[config.mk]
export PLATFORM = sky130hd
export DESIGN_NAME = truth_table_sweep_flat
export DESIGN_NICKNAME = d
export VERILOG_FILES = /design/src/rtl/truth_table_sweep_if.sv /design/src/rtl/truth_table_sweep.sv /design/src/flat_wrapper.sv
export SDC_FILE = /design/constraint.sdc
export NUM_CORES = 1
export LEC_CHECK = 0
export CORE_ASPECT_RATIO = 1.5
export CORE_UTILIZATION = 25
export DETAILED_ROUTE_END_ITERATION = 8
export GPL_ROUTABILITY_DRIVEN = 0
export PLACE_DENSITY = 0.52
export SLEW_MARGIN = 20
export SYNTH_ARGS = -nofsm -noshare
export SYNTH_HDL_FRONTEND = slang
export SYNTH_SLANG_ARGS = --single-unit
[constraint.sdc]
create_clock -name clk -period 1.5 [get_ports clk]
set_clock_uncertainty 0.05 [all_clocks]
set_input_delay 0.225 -clock clk [delete_from_list [all_inputs] [get_ports clk]]
set_output_delay 0.225 -clock clk [all_outputs]
set_load 0.03 [all_outputs]
[src/rtl/truth_table_sweep_if.sv]
`default_nettype none
// ============================================================================
//  Module      : truth_table_sweep_if
//  Description : Control, stimulus and capture bundle of the truth-table sweeper.
//  Revision    : 1.0 - initial release
// ============================================================================
interface truth_table_sweep_if #(
    parameter int N_IN = 4
);
    localparam int c_NVEC = 2 ** N_IN;

    logic              start;
    logic              abort;
    logic              dut_out;
    logic [N_IN-1:0]   vec_out;
    logic              busy;
    logic              done;
    logic [c_NVEC-1:0] table_out;
    logic [N_IN:0]     ones_cnt;

    // master = sweeper, slave = the environment that starts it and hosts the unit under test
    modport master (
        input  start, abort, dut_out,
        output vec_out, busy, done, table_out, ones_cnt
    );
    modport slave (
        output start, abort, dut_out,
        input  vec_out, busy, done, table_out, ones_cnt
    );
endinterface
`default_nettype wire

[src/rtl/truth_table_sweep.sv]
`default_nettype none
// ============================================================================
//  Module      : truth_table_sweep
//  Description : Exhaustive 2^N_IN vector sweeper that captures a 1-bit truth table.
//  Revision    : 1.0 - initial release
// ============================================================================
module truth_table_sweep #(
    parameter int N_IN = 4,
    parameter int HOLD = 1,
    parameter int GRAY = 0
) (
    input  logic                clk,
    input  logic                rst_n,
    truth_table_sweep_if.master bus
);
    localparam int              c_NVEC      = 2 ** N_IN;
    localparam int              c_HW        = $clog2(HOLD + 1);
    localparam logic [c_HW-1:0] c_HOLD_LAST = c_HW'(HOLD - 1);
    localparam logic [N_IN-1:0] c_IDX_LAST  = {N_IN{1'b1}};

    localparam logic [1:0] c_ST_IDLE  = 2'd0;
    localparam logic [1:0] c_ST_DRIVE = 2'd1;
    localparam logic [1:0] c_ST_DONE  = 2'd2;

    logic [1:0]        r_state, w_state_nxt;
    logic [N_IN-1:0]   r_idx, w_idx_nxt;
    logic [c_HW-1:0]   r_hold, w_hold_nxt;
    logic [c_NVEC-1:0] r_table, w_table_nxt;
    logic [N_IN:0]     r_ones, w_ones_nxt;
    logic [N_IN-1:0]   w_vec;

    // The table is indexed by vector value, so visiting order never affects its content
    generate
        if (GRAY != 0) begin : g_gray
            assign w_vec = r_idx ^ (r_idx >> 1);
        end else begin : g_binary
            assign w_vec = r_idx;
        end
    endgenerate

    always_ff @(posedge clk) begin
        if (!rst_n) begin
            r_state <= c_ST_IDLE;
            r_idx   <= '0;
            r_hold  <= '0;
            r_table <= '0;
            r_ones  <= '0;
        end else begin
            r_state <= w_state_nxt;
            r_idx   <= w_idx_nxt;
            r_hold  <= w_hold_nxt;
            r_table <= w_table_nxt;
            r_ones  <= w_ones_nxt;
        end
    end

    always_comb begin
        w_state_nxt = r_state;
        w_idx_nxt   = r_idx;
        w_hold_nxt  = r_hold;
        w_table_nxt = r_table;
        w_ones_nxt  = r_ones;
        // abort leaves idx, table and ones holding their partial results
        if (bus.abort) begin
            w_state_nxt = c_ST_IDLE;
        end else begin
            case (r_state)
                c_ST_IDLE, c_ST_DONE: begin
                    if (bus.start) begin
                        w_state_nxt = c_ST_DRIVE;
                        w_idx_nxt   = '0;
                        w_hold_nxt  = '0;
                        w_table_nxt = '0;
                        w_ones_nxt  = '0;
                    end
                end
                c_ST_DRIVE: begin
                    if (r_hold == c_HOLD_LAST) begin
                        w_table_nxt[w_vec] = bus.dut_out;
                        w_ones_nxt         = r_ones + {{N_IN{1'b0}}, bus.dut_out};
                        if (r_idx == c_IDX_LAST) begin
                            w_state_nxt = c_ST_DONE;
                        end else begin
                            w_idx_nxt  = r_idx + 1'b1;
                            w_hold_nxt = '0;
                        end
                    end else begin
                        w_hold_nxt = r_hold + 1'b1;
                    end
                end
                default: w_state_nxt = c_ST_IDLE;
            endcase
        end
    end

    assign bus.vec_out   = w_vec;
    assign bus.busy      = (r_state == c_ST_DRIVE);
    assign bus.done      = (r_state == c_ST_DONE);
    assign bus.table_out = r_table;
    assign bus.ones_cnt  = r_ones;
endmodule
`default_nettype wire

[src/flat_wrapper.sv]
// flat-port wrapper written by rule: the top's interface ports become plain ports
module truth_table_sweep_flat 
#(
    parameter int N_IN = 4,
    parameter int HOLD = 1,
    parameter int GRAY = 0
)
  (clk, rst_n, bus_start, bus_abort, bus_dut_out, bus_vec_out, bus_busy, bus_done, bus_table_out, bus_ones_cnt);
  truth_table_sweep_if #(.N_IN(N_IN)) bus_i ();
  input  logic clk;
  input  logic rst_n;
  input wire logic [$bits(bus_i.start)-1:0] bus_start;
  input wire logic [$bits(bus_i.abort)-1:0] bus_abort;
  input wire logic [$bits(bus_i.dut_out)-1:0] bus_dut_out;
  output wire logic [$bits(bus_i.vec_out)-1:0] bus_vec_out;
  output wire logic [$bits(bus_i.busy)-1:0] bus_busy;
  output wire logic [$bits(bus_i.done)-1:0] bus_done;
  output wire logic [$bits(bus_i.table_out)-1:0] bus_table_out;
  output wire logic [$bits(bus_i.ones_cnt)-1:0] bus_ones_cnt;
  assign bus_i.start = bus_start;
  assign bus_i.abort = bus_abort;
  assign bus_i.dut_out = bus_dut_out;
  assign bus_vec_out = bus_i.vec_out;
  assign bus_busy = bus_i.busy;
  assign bus_done = bus_i.done;
  assign bus_table_out = bus_i.table_out;
  assign bus_ones_cnt = bus_i.ones_cnt;
  truth_table_sweep #(.N_IN(N_IN), .HOLD(HOLD), .GRAY(GRAY)) u_core (.clk(clk), .rst_n(rst_n), .bus(bus_i));
endmodule
==> impl_results.md, run 1 <==
* Outcome: finished clean
* Final setup fails at 0
* CP Class: in -> reg
* Worst EP required at 1.67 ns
* Area share of the largest cell type after synthesis at 37.5%
* Post-Syn Instances at around 170
* Yosys warning count at 0
* First-pass GRT wire length at between 6 and 7 mm
* Area growth, synth to finish at 40.9%
* Via count at about 1400
* Number of I/O pins at 32
* Residual DRC at 0
* Via density at between 4 and 5
* Placed Cells at 280
* Syn_nets at 180
* Synthesized cell area at 1440 um^2
* Maximum VDD drop at ~0.27 mV
* Period utilisation layout at 98.6%
* Pre-antenna DRT Iters at 4
* Post-route minimum period at around 1.5 ns
* Sink Count at 27
* Leading area contributor after synthesis: dfxtp_1
* CTS tree: yes
* CTS Hold Bufs at 0
* CTS H-Tree Depth at 1
* Chip width at roughly 64 um
* Ys async rst share at 0%
* Setup crit start kind: input port
* WL final at about 4 mm
* Layout Nets at roughly 230
* Fin. max-slew vios at 0
* Measured slew at the worst slew-check pin at roughly 0.31 ns
* FF+latch area at 546 um^2
* Die height at ~95 um
* 1st-iter DRT viols at 41
* Critical path data arrival time at around 1.7 ns
* Slew HR at between 70% and 80%
* Achievable frequency at between 600 and 700 MHz
* Post-route cell area at between 2000 and 2500 um^2
* Seq cells post-synth at 27
* CP max FO at 4
* Count leader, synth: dfxtp_1
* Grt ovf at 0
* # rows at 33
* GRT Total Usage at 13.4%
* Post-DRT Antenna Nets at 0
* Synth Flop Type: dfxtp_1
* Area of the multi-input gates at approximately 830 um^2
* EDFF count, synth at 0
* DP Area at about 1900 um^2
* Final cell count without fillers at 290
* Reg clk slew, reported paths at 0.09 ns
* Hold Slack at between 0.4 and 0.5 ns
* DR WL/cell at around 14 um
* Post-DP HPWL at between 2 and 3 mm
* Largest net degree at the start of global routing at 19
* Power per Cell Area at ~660 nW/um^2
* Register area share after synthesis at 37.5%
* Layout cells sized above 1 at a little under a quarter
* Dominant cells by area after synthesis: dfxtp_1 38%, o211ai_1 8.3%, a21boi_0 6.8%
* Die ar. at a little over 6000 um^2
* Most frequent cells after synthesis: 27 x dfxtp_1, 26 x nand2_1, 16 x o211ai_1, 13 x a21boi_0, 13 x nand4_1
* Syn avg cell area at ~8.5 um^2
* Clock buffer depth at 2
* Core area at ~5500 um^2
* Max-cap violations at 0
* Starting density of the core at 26.2%
* Worst hold path type: reg -> reg
* CTS root buf: clkbuf_8
* TritonCTS Buffers at 3
* Fill cells at approximately 600
* Final core occ at 37.0%
* Diodes inserted at 0
* Initial antenna violation count at 0
* Vias in the first global route at between 1000 and 1500
* Number of port buffers at 31
* Insertion delay to the later sink of the worst-skew pair at 0.27 ns
* Setup TNS at 0 ns
* Yosys cell types at 37
* Final hold violations at 0
* Static leakage at approximately 0.84 nW
* CP endpoint kind: register
## report_power, final
group	switching (mW)	total (mW)	leakage (nW)	internal (mW)
clock network	0.226	0.416	0.0228	0.190
registers	0.00531	0.727	0.220	0.722
logic	0.109	0.198	0.598	0.0888
## through the flow
stage	total power, mW	worst slack (ns)
2_1_floorplan	0.843	0.0388
3_3_place_gp	0.917	-0.249
3_5_place_dp	0.918	-0.279
4_1_cts	1.35	0.00745
5_1_grt	1.41	-0.0165
6_report	1.34	0.0213
## layout by cell type, fill, tap and decap left out, types with 3 or more instances in the layout
cell type | synthesis | layout
a21boi_0 | 13 | 13
a21oi_1 | 9 | 7
and2b_2 | 4 | 4
buf_4 | 1 | 27
clkbuf_8 | 2 | 3
clkdlybuf4s50_1 | 0 | 4
dfxtp_1 | 27 | 23
dfxtp_2 | 0 | 4
dlygate4sd2_1 | 0 | 25
ha_1 | 6 | 3
ha_2 | 0 | 3
inv_1 | 4 | 3
nand2_1 | 26 | 26
nand2b_1 | 3 | 3
nand3_1 | 6 | 6
nand4_1 | 13 | 13
nor2_1 | 5 | 5
nor2b_1 | 3 | 3
o211ai_1 | 16 | 16
## routing by layer
metal  part of all wire [%]  up-vias  routed length (um)  GRT usage (%)
met4                    1.4        0                  54           5.11
met5                      0        -                   0              0
met2                     51       20                2010           23.8
li1                       -      715                   -              -
met1                     46      645                1790           16.4
met3                    1.7        4                  67           1.45
## layout make-up
type / instances / share of cell area, %
Clock buffer: 4 / 2.22
Tap cell: 70 / 4.31
Multi-Input combinational cell: 125 / 40.9
Inverter: 5 / 0.924
Sequential cell: 27 / 26.9
Timing Repair Buffer: 59 / 24.8
## worst max-delay path: stages
cell             delay [ns]
clkdlybuf4s50_1        0.50
and2b_2                0.21
o221ai_1               0.15
or4_1                  0.49
nand2_1                0.08
## sequential cells by signal, summed over array words and instances, names as in the netlist
| register | flops |
|---|---|
| u_core.bus.vec_out | 4 |
| u_core.bus.table_out | 16 |
| u_core.r_state | 2 |
| u_core.bus.ones_cnt | 5 |
## kinds of logic after synthesis
logic type | share of synthesized area (%)
simple gates | 25.3
compound gates | 22.6
flops | 37.5
buf+inv | 6.94
fa+ha+maj | 5.21
xor+xnor | 1.82
mux | 0.694
## worst paths after layout
path,start,endpoint,slack [ns],cells after the start
worst max-delay path,bus_start,u_core.bus.vec_out[3],0.02,5
worst min-delay path,u_core.bus.table_out[15],u_core.bus.table_out[15],0.42,2
worst max register to register,u_core.r_state[1],u_core.bus.vec_out[3],0.06,5
worst min register to register,u_core.bus.table_out[15],u_core.bus.table_out[15],0.42,2
## timing repair
item / 4_1_cts / 5_1_grt
cloned: 0 / 1
setup endpoints to repair: 37 / 15
pin swaps: 0 / 1
setup buffers: 0 / 5
resized for setup: 27 / 14
Power figures use the tool's default switching activity.
==> run 2, diff against run 1 <==
--- a/config.mk
+++ b/config.mk
@@ -10,6 +10,7 @@
 export DETAILED_ROUTE_END_ITERATION = 8
 export GPL_ROUTABILITY_DRIVEN = 0
 export PLACE_DENSITY = 0.52
+export SETUP_SLACK_MARGIN = 0.1
 export SLEW_MARGIN = 20
 export SYNTH_ARGS = -nofsm -noshare
 export SYNTH_HDL_FRONTEND = slang
==> run 2 against run 1 <==
Fmax increased by 2.8%. Critical path type unchanged. Via count down 2.1%. Hold slack worse by 0.048 ns. Largest cell class unchanged. First-iteration DRC count shrank 4.9%. Largest power group unchanged. Clock-buffer cell count stayed put. Critical path depth is the same. Sequential share of layout area up 0.066 points.
==> impl_results.md, run 2 (synthesis results as in run 1) <==
* DP Area at 1940 um^2
* DR WL/cell at ~13 um
* Area growth, synth to finish at 42.8%
* Post-DP HPWL at about 2.8 mm
* Worst EP required at approximately 1.7 ns
* Maximum VDD drop at 0.431 mV
* Insertion delay to the later sink of the worst-skew pair at about 0.27 ns
* Critical path data arrival time at around 1.6 ns
* Chip width at around 64 um
* Max-cap violations at 0
* TritonCTS Buffers at 3
* Commonest non-fill, non-tap cell in the layout: nand2_1
* R2R setup slack at 0.07 ns
* Starting density of the core at between 20% and 30%
* Post-route minimum period at 1.44 ns
* Die height at approximately 95 um
* Die ar. at approximately 6100 um^2
* 1st-iter DRT viols at 39
* Power per Cell Area at around 650 nW/um^2
* WL final at between 3 and 4 mm
* CTS root buf: clkbuf_8
* Period utilisation layout at between 90% and 100%
* Number of I/O pins at 32
* Initial antenna violation count at 0
* RSZ-0062 raised after global routing: yes
* Slew HR at around 80%
* Layout Nets at ~230
* Reg2Reg Launch Point: u_core.r_state[0]
* GRT Total Usage at between 10% and 20%
* Hold Slack at roughly 0.37 ns
* Hold path startpoint: bus_dut_out
* Fin. max-slew vios at 0
* Via density at approximately 4.7
* Post-DRT Antenna Nets at 0
* Measured slew at the worst slew-check pin at 0.299 ns
* First-pass GRT wire length at just over 6 mm
* Core area at between 5000 and 6000 um^2
* Via count at between 1000 and 1500
* CP max FO at 3
* Vias in the first global route at roughly 1400
* CP Class: in -> reg
* CTS tree: yes
* Worst hold path type: in -> reg
* Pre-CTS setup slack at -0.244 ns
* Grt ovf at 0
* Max FFs per register at 16
* Final hold violations at 0
* R2R Path End: u_core.bus.vec_out[3]
* Outcome: finished clean
* Reg clk slew, reported paths at 0.09 ns
* Achievable frequency at between 600 and 700 MHz
* Pre-antenna DRT Iters at 5
* CP startpoint: bus_start
* Post-route cell area at 2060 um^2
* Diodes inserted at 0
* Total Power at 1.34 mW
* Reg2Reg Depth at 4
* # rows at 33
* Hold endpoint: u_core.bus.ones_cnt[0]
* Clock buffer depth at 2
* Final setup fails at 0
* Residual DRC at 0
* Most frequent cells in the layout: 26 x nand2_1, 22 x buf_4, 21 x dlygate4sd2_1
* Layout cells sized above 1 at a little over a quarter
* Static leakage at roughly 0.84 nW
* Sink Count at 27
* Largest net degree at the start of global routing at 20
* Fill cells at 571
* CP endpoint kind: register
* Final core occ at a little under two fifths
* Setup crit start kind: input port
* WHS Path Cells at 4
* CTS H-Tree Depth at 1
* Number of port buffers at 31
* Setup WS post-layout at slightly above 0.06 ns
## run 2: cell count changes in the layout (fill, tap and decap cells not counted), sizes merged
cell	delta
buf	-4
clkbuf	+4
clkdlybuf4s15	+1
dlymetal6s2s	+1
clkdlybuf4s50	-1
dlygate4sd2	-4
## run 2: layout make-up
cell class              count  area, um^2  area share [%]
clock buffers               4        45.0            2.19
repair buffers             56         488            23.7
inverters                   5        18.8           0.912
flip-flops and latches     27         554            26.9
well taps                  70        87.6            4.26
multi-input cells         125         865            42.0
## run 2: critical path: stages
cell	delay, ns
clkdlybuf4s50_1	0.49
and2b_2	0.21
o221ai_2	0.12
or4_4	0.48
nand2_1	0.08
## run 2: where the power goes
group / switching, mW / leakage [nW] / internal, mW
Sequential: 0.00672 / 0.222 / 0.720
Combinational: 0.109 / 0.591 / 0.0936
Clock: 0.220 / 0.0228 / 0.190
## run 2: worst max-delay path by stage
stage                                          to  slack [ns]  cells past startpoint
after floorplan             u_core.bus.vec_out[3]        0.07                      5
after global placement    u_core.bus.table_out[3]       -0.24                      6
after detailed placement  u_core.bus.table_out[5]       -0.24                      6
after CTS                                bus_done        0.03                      2
after global routing      u_core.bus.table_out[8]       0.002                      5
final                       u_core.bus.vec_out[3]        0.06                      5
## run 2: stage by stage
step / instances / setup TNS, ns
finish: 287 / 0
floorplan: 169 / 0
global placement: 279 / -4.69
global route: 287 / 0
detailed placement: 279 / -4.66
CTS: 286 / 0
## run 2: metal layers
metal  vias to the layer above  global-route usage [%]  routed length (um)
li1                        706                       -                   -
met4                         0                    7.20                  63
met2                        26                    23.5                2000
met3                         4                    1.81                  85
met5                         -                       0                   0
met1                       619                    15.5                1610
## run 2: repair_timing
action | 4_1_cts | 5_1_grt
pin swaps | 0 | 4
gates resized for setup | 40 | 25
endpoints found under the setup margin | 48 | 28
gates cloned | 0 | 0
hold buffers | 0 | 0
buffers inserted | 3 | 1
